<file path="src/rtl/pixel_window_buf.sv">
// 3x3 sliding-window builder over a raster pixel stream, two line buffers deep.
// Window appears 1 cycle after its bottom-right pixel is accepted; pixel_ready = !window_valid || window_ready.
module pixel_window_buf #(
    parameter int IMG_WIDTH  = 64,
    parameter int IMG_HEIGHT = 64
) (
    input  logic        clk,
    input  logic        rst,
    input  logic [7:0]  pixel_in,
    input  logic        pixel_valid,
    input  logic        pixel_sof,
    output logic        pixel_ready,
    output logic [71:0] in_pixels,
    output logic        window_valid,
    input  logic        window_ready,
    output logic        frame_done
);

    localparam int CW = $clog2(IMG_WIDTH);
    localparam int RW = $clog2(IMG_HEIGHT);

    typedef enum logic {
        ST_IDLE   = 1'b0,
        ST_ACTIVE = 1'b1
    } state_t;

    state_t              r_state;
    state_t              w_state_nxt;
    logic [CW-1:0]       r_col;
    logic [CW-1:0]       w_col_nxt;
    logic [CW-1:0]       w_cur_col;
    logic [RW-1:0]       r_row;
    logic [RW-1:0]       w_row_nxt;
    logic [RW-1:0]       w_cur_row;

    logic                w_accept;
    logic                w_take;
    logic                w_col_end;
    logic                w_last;
    logic                w_win_load;

    logic [7:0]          r_line_old [IMG_WIDTH];
    logic [7:0]          r_line_new [IMG_WIDTH];
    logic [7:0]          w_old_px;
    logic [7:0]          w_new_px;

    // [row][col][byte]: element [r][c] lands at bits (r*3+c)*8, matching in_pixels.
    logic [2:0][2:0][7:0] r_win;
    logic [2:0][2:0][7:0] w_win_nxt;
    logic [2:0][2:0][7:0] r_out;
    logic                 r_win_vld;
    logic                 r_frame_done;

    assign pixel_ready  = !r_win_vld || window_ready;
    assign window_valid = r_win_vld;
    assign in_pixels    = r_out;
    assign frame_done   = r_frame_done;

    assign w_accept  = pixel_valid && pixel_ready;
    // A sof pixel always restarts at (0,0), whether idle or mid-frame.
    assign w_take    = w_accept && (pixel_sof || (r_state == ST_ACTIVE));
    assign w_cur_col = pixel_sof ? '0 : r_col;
    assign w_cur_row = pixel_sof ? '0 : r_row;
    assign w_col_end = (w_cur_col == CW'(IMG_WIDTH - 1));
    assign w_last    = w_col_end && (w_cur_row == RW'(IMG_HEIGHT - 1));
    assign w_win_load = w_take && (w_cur_row >= RW'(2)) && (w_cur_col >= CW'(2));

    assign w_old_px = r_line_old[w_cur_col];
    assign w_new_px = r_line_new[w_cur_col];

    always_comb begin
        w_state_nxt = r_state;
        w_col_nxt   = r_col;
        w_row_nxt   = r_row;
        if (w_take) begin
            if (w_last) begin
                w_state_nxt = ST_IDLE;
                w_col_nxt   = '0;
                w_row_nxt   = '0;
            end else begin
                w_state_nxt = ST_ACTIVE;
                if (w_col_end) begin
                    w_col_nxt = '0;
                    w_row_nxt = w_cur_row + RW'(1);
                end else begin
                    w_col_nxt = w_cur_col + CW'(1);
                    w_row_nxt = w_cur_row;
                end
            end
        end
    end

    always_ff @(posedge clk or posedge rst) begin
        if (rst) begin
            r_state <= ST_IDLE;
            r_col   <= '0;
            r_row   <= '0;
        end else begin
            r_state <= w_state_nxt;
            r_col   <= w_col_nxt;
            r_row   <= w_row_nxt;
        end
    end

    // Oldest line row on top, newest line in the middle, incoming pixel at the bottom.
    always_comb begin
        w_win_nxt = r_win;
        for (int r = 0; r < 3; r++) begin
            w_win_nxt[r][0] = r_win[r][1];
            w_win_nxt[r][1] = r_win[r][2];
        end
        w_win_nxt[0][2] = w_old_px;
        w_win_nxt[1][2] = w_new_px;
        w_win_nxt[2][2] = pixel_in;
    end

    // Line storage is not reset; rows 0 and 1 of each frame overwrite it before any window reads it.
    always_ff @(posedge clk) begin
        if (w_take) begin
            r_line_old[w_cur_col] <= w_new_px;
            r_line_new[w_cur_col] <= pixel_in;
        end
    end

    always_ff @(posedge clk or posedge rst) begin
        if (rst) begin
            r_win        <= '0;
            r_out        <= '0;
            r_win_vld    <= 1'b0;
            r_frame_done <= 1'b0;
        end else begin
            r_frame_done <= w_take && w_last;
            if (w_take) begin
                r_win <= w_win_nxt;
            end
            if (w_win_load) begin
                r_out     <= w_win_nxt;
                r_win_vld <= 1'b1;
            end else if (window_ready) begin
                r_win_vld <= 1'b0;
            end
        end
    end

endmodule

</file>
<file path="config.mk">
export PLATFORM = sky130hd
export DESIGN_NAME = pixel_window_buf
export DESIGN_NICKNAME = d
export VERILOG_FILES = /design/src/rtl/pixel_window_buf.sv
export SDC_FILE = /design/constraint.sdc
export NUM_CORES = 1
export LEC_CHECK = 0
export CAP_MARGIN = 5
export CORE_MARGIN = 1
export CORE_UTILIZATION = 55
export DETAILED_ROUTE_END_ITERATION = 7
export PLACE_DENSITY = 0.72
export SETUP_SLACK_MARGIN = 0.15
export SLEW_MARGIN = 30
export SYNTH_ARGS = -nofsm -noshare
export SYNTH_HDL_FRONTEND = slang
export SYNTH_SLANG_ARGS = --single-unit
</file>
<file path="constraint.sdc">
create_clock -name clk -period 6.4 [get_ports clk]
set_clock_uncertainty 0.1 [all_clocks]
set_input_delay 1.28 -clock clk [delete_from_list [all_inputs] [get_ports clk]]
set_output_delay 1.28 -clock clk [all_outputs]
set_load 0.03 [all_outputs]
</file>
After elaboration in Yosys (flattened, before gate mapping)
Memories as Yosys holds them, arrays and structs flattened.
Cells that the tools add are included.
W data, S select, Z words.
Operators by class
  mux-type cells: 11
  reductions and logical operators: 10
  equality and inequality tests: 2
  add/sub/neg operators: 2
  magnitude comparators: 2
Operators with widths (count)
  $mux W6: 6
  $add A6 B1 Y6 const B: 2
  $eq A6 B6 Y1 const B: 2
  $ge A6 B2 Y1 const B: 2
  $logic_and A1 B1 Y1: 6
  $mux W1: 5
  $logic_or A1 B1 Y1: 2
  $reduce_bool A2 Y1: 1
  $logic_not A1 Y1: 1
Storage, ports and cells
  input bits: 13
  RAM bits: 1024
  register bits after elaboration: 135
  word-level logic and storage cells: 49
  output and inout port bits: 75
  memories kept: 2
Memories
  r_line_new: words 64, width 8, rd ports 1, clocked after memory_dff 0, wr ports 1, line 43  | logic [7:0] r_line_new [IMG_WIDTH];
  r_line_old: words 64, width 8, rd ports 1, clocked after memory_dff 0, wr ports 1, line 42  | logic [7:0] r_line_old [IMG_WIDTH];

Longest topological paths before layout
  depth in word-level cells: 7
  gate-level depth with buffers: 14
  gate-level depth less buffers: 9

Worst setup path after synthesis
OpenSTA, ideal clock, no wires.
  path type: input to register
  start: input pixel_sof
  end: register r_out, in the netlist in_pixels[46]
  required time: 6.165 ns
  arrival time: 4.425 ns
  setup time: 0.135 ns
  path buffers: 6
  setup slack: 1.741 ns
  cell stages on the path: 11
  path through: buf_4 > buf_4 > buf_4 > buf_2 > buf_2 > clkbuf_1 > a22oi_1 > o21ai_0 > o31ai_1 > nand4_1 > mux2_2
On the way
  elaborated cells on any way between the ends: 9
  classes of those cells: order compare: 2; mux: 2; reduce/logical: 4; memory: 1
RTL lines
  start: declaration: line 11  | input logic pixel_sof,
  $mux W6: line 62  | assign w_cur_col = pixel_sof ? '0 : r_col;
  $mem_v2 Z64 W8
  via w_new_px[6]: line 45  | logic [7:0] w_new_px;
  end signal: assignment: line 137  | r_out <= w_win_nxt;
  end: declaration: line 50  | logic [2:0][2:0][7:0] r_out;
The timed path passes the listed nets, and every way through them passes these cells.
A chain may end at the register's enable or synchronous reset.

Worst setup path after layout
  start: register r_col[2]
  end: memory r_line_old[25][3] (data pin)
On the way
  cells in the longest elaborated chain, start to end: 2
Ends and longest elaborated chain
  start: declaration: line 29  | logic [CW-1:0] r_col;
  start signal: assignment: line 100  | r_col <= w_col_nxt;
  $mux W6: line 62
  $mem_v2 Z64 W8
  via w_new_px[3]: line 45
  end: declaration: line 42
The timed path passes the listed nets, and every way through them passes these cells.

==> results.ini <==
[setup_path]
path_max_fanout = 48
critical_path.endpoint_type = flop
cp_slowest_stage_delay_ns = 0.81
reg2reg_depth = 10
regToRegSetupSlack_ns = 1.23
path_cells = buf_4 > buf_4 > or2_2 > buf_4 > a21oi_1 > o31ai_1 > o2111ai_1 > nor4b_1 > nand2b_2 > buf_12
r2r_start = r_col[2]
cp_common_cell = buf_4
crit_required_ns = 6.70
start_kind = flop
timing.rr.end = r_line_old[25][3]
cp.arrival_ns = 5.48
worstSetupPathType = reg -> reg
crit_path_top_delay_cell = nor4b_1

[drt]
drtPass1Iterations = 6
drt_iter0_drc = 5333
drc = 0
wire_per_inst_um = 36.4
num_vias = 30527
drt-total-wl_mm = 161
viasPerCell = 6.90
drtAntennaViolNets = 0

[clocking]
cts_buffers = 114
clkLatencyLatePin_ns = 0.73
root_buffer = clkbuf_16
clk_pin_slew_ns = 0.07
cts_sinks = 1159
h-tree-depth = 3
cts_resized = 0
postCtsHoldBufs = 0
postCtsSetupRepairBufs = 0
cts_tree = yes
clock_path_buffers = 3

[yosys]
synthFlopType = edfxtp_1
yosysSeqAreaShare_pct = 73.6
synth_adder_area_share_pct = 0.108
synth_area_leaders = edfxtp_1, dfrtp_1, mux2i_1
synth_top_cell_by_area = edfxtp_1
yosysTopAreaCellShare_pct = 66.4
synth.most_common_cell = edfxtp_1
synth_xor_area_share_pct = 0
synth_compound_area_share_pct = 9.22
synth_common_cells = edfxtp_1, nand2_1, mux2i_1
synth-edff-count = 1024
synthArstFlopShare_pct = 11.6
syn_nets = 3053
netlist_area_sq_um = 46300
synth-simple-area-share_pct = 8.85
synth_top_family_by_area = compound AO/OA/AOI/OAI gates
muxShareOfSynthArea_pct = 5.69
synth-seq-cells = 1159
avgSynthCellArea_sq_um = 15.3
synthCells = 3036
ys.warnings.count = 0
synth_cell_types = 91

[layout]
area_delta_synth_final_pct = 14.4
fillCellCount = 5934
layout.nets = 3265
stdcell_area_sq_um = 53000
instances_no_fill = 4424
drive_gt1_share_pct = 15.6

[global_route]
track_usage_pct = 37.6
grt_pass1_wl_mm = 223
overflow = 0
grt_max_degree = 125
antenna_found_initial = 9
grt_pass1_vias = 28763

[floorplanning]
die_y_um = 292
core_area_sq_um = 83600
die_w_um = 292
rows = 106
start_util_pct = 55.5
fp.dieArea_sq_um = 85400
ios = 88

[flow_run]
drv_cap = 0

[sta]
period_minus_slack_ns = 5.17
relSlewSlack_pct = 24.9
fin_crit_sh_pct = 80.8
hold_violations = 0
worst_pin_slew_ns = 1.10
clock.fmax_ghz = 0.193
rsz0062_at_grt = no
setup_ws_ns = 1.23
setup-violations-final = 0
setup_tns_ns = 0
drv_slew = 0
hold-worst-slack_ns = 0.362

[worst_hold_path]
min_to = in_pixels[26]
min-delay-start = r_win[34]
whs_path_depth = 2
min_path_type = reg -> reg

[placement]
dp_slack_ns = 0.997
dp_hpwl_mm = 100
gp_congestion = 1.05
placedCellCount = 4211
portBuffers = 87
place_area_sq_um = 49400

[outcome]
outcome = completed

[pwr]
powerDensity_nw_per_um2 = 322
peakVddDrop_mv = 0.231
p_leak_uw = 0.0183

cell families after synthesis:
| group | count (synthesis) |
|---|---|
| buffers and inverters | 220 |
| AND/OR/NAND/NOR | 809 |
| multiplexers | 239 |
| AO/OA/AOI/OAI | 605 |
| adder cells (fa/ha/maj) | 4 |
| flip-flops | 1159 |
routing by layer:
metal	track usage [%]	wire length [um]	vias up
li1	-	-	12220
met1	50.8	57500	15329
met2	55.8	71400	2513
met3	10.6	22500	455
met4	20.2	9620	10
met5	0.0567	82	-
cell usage in the layout, fill, tap and decap left out, types with 10 or more instances in the layout:
cell,count
o22a_1,14
nand2b_1,27
buf_12,10
nor2b_1,15
and2_1,16
clkbuf_16,119
a221oi_1,18
nand3_1,27
clkbuf_1,30
a2111oi_0,15
o31ai_1,16
o21ai_0,88
a41oi_1,12
nor3b_1,14
clkinv_1,19
clkdlybuf4s50_1,78
dfrtp_1,132
nand3b_1,87
nor3_1,13
a32oi_1,10
clkinv_2,24
nor2_1,133
a21oi_1,111
buf_4,208
and3b_1,25
o2bb2ai_1,12
or3b_2,14
mux2_2,38
a31oi_1,25
a22oi_1,58
edfxtp_1,1024
a222oi_1,17
o22ai_1,64
mux4_2,14
a22o_1,35
nand2_1,358
mux2i_1,179
worst max-delay path: cells and delay by family, from the launching register on:
| kind | cells | cell delay (ns) |
|---|---|---|
| buffers and inverters | 4 | 1.57 |
| AOI/OAI and AO/OA | 3 | 0.64 |
| DFF | 1 | 0.71 |
| and+or+nand+nor | 3 | 1.72 |
power breakdown:
part	leakage, uW	switching, uW	internal (uW)
Combinational	0.00556	1420	545
Sequential	0.0110	98.8	8470
Clock	0.00177	2850	3670
registers in the layout, indices dropped and copies added (netlist names):
register	flops
frame_done	1
in_pixels	72
r_col	6
r_line_new	512
r_line_old	512
r_row	6
r_state	1
r_win	48
window_valid	1
layout make-up:
type / count / area, sq um / area share, %
flip-flops and latches: 1159 / 34100 / 64.4
multi-input cells: 1657 / 11300 / 21.2
clock buffers: 156 / 3190 / 6.01
repair buffers: 305 / 2590 / 4.89
well taps: 1080 / 1350 / 2.55
clock inverters: 53 / 418 / 0.788
inverters: 11 / 50.0 / 0.0944
diodes: 3 / 7.51 / 0.0142
through the flow:
step | utilization [%] | power [uW]
CTS | 63.4 | 17000
floorplan | - | 9670
detailed placement | 59.1 | 10600
global route | 63.4 | 17400
finish | 63.4 | 17100
global placement | 59.0 | 10600
worst max path at each step:
stage	startpoint	endpoint	cells after the start
6_report	r_col[2]	r_line_old[25][3]	10
3_3_place_gp	pixel_sof	r_win[23]	9
3_5_place_dp	pixel_sof	in_pixels[47]	9
2_1_floorplan	rst	frame_done	1
5_1_grt	r_col[2]	r_line_old[25][3]	10
4_1_cts	r_col[2]	r_line_old[25][3]	10
Power figures use the tool's default switching activity.
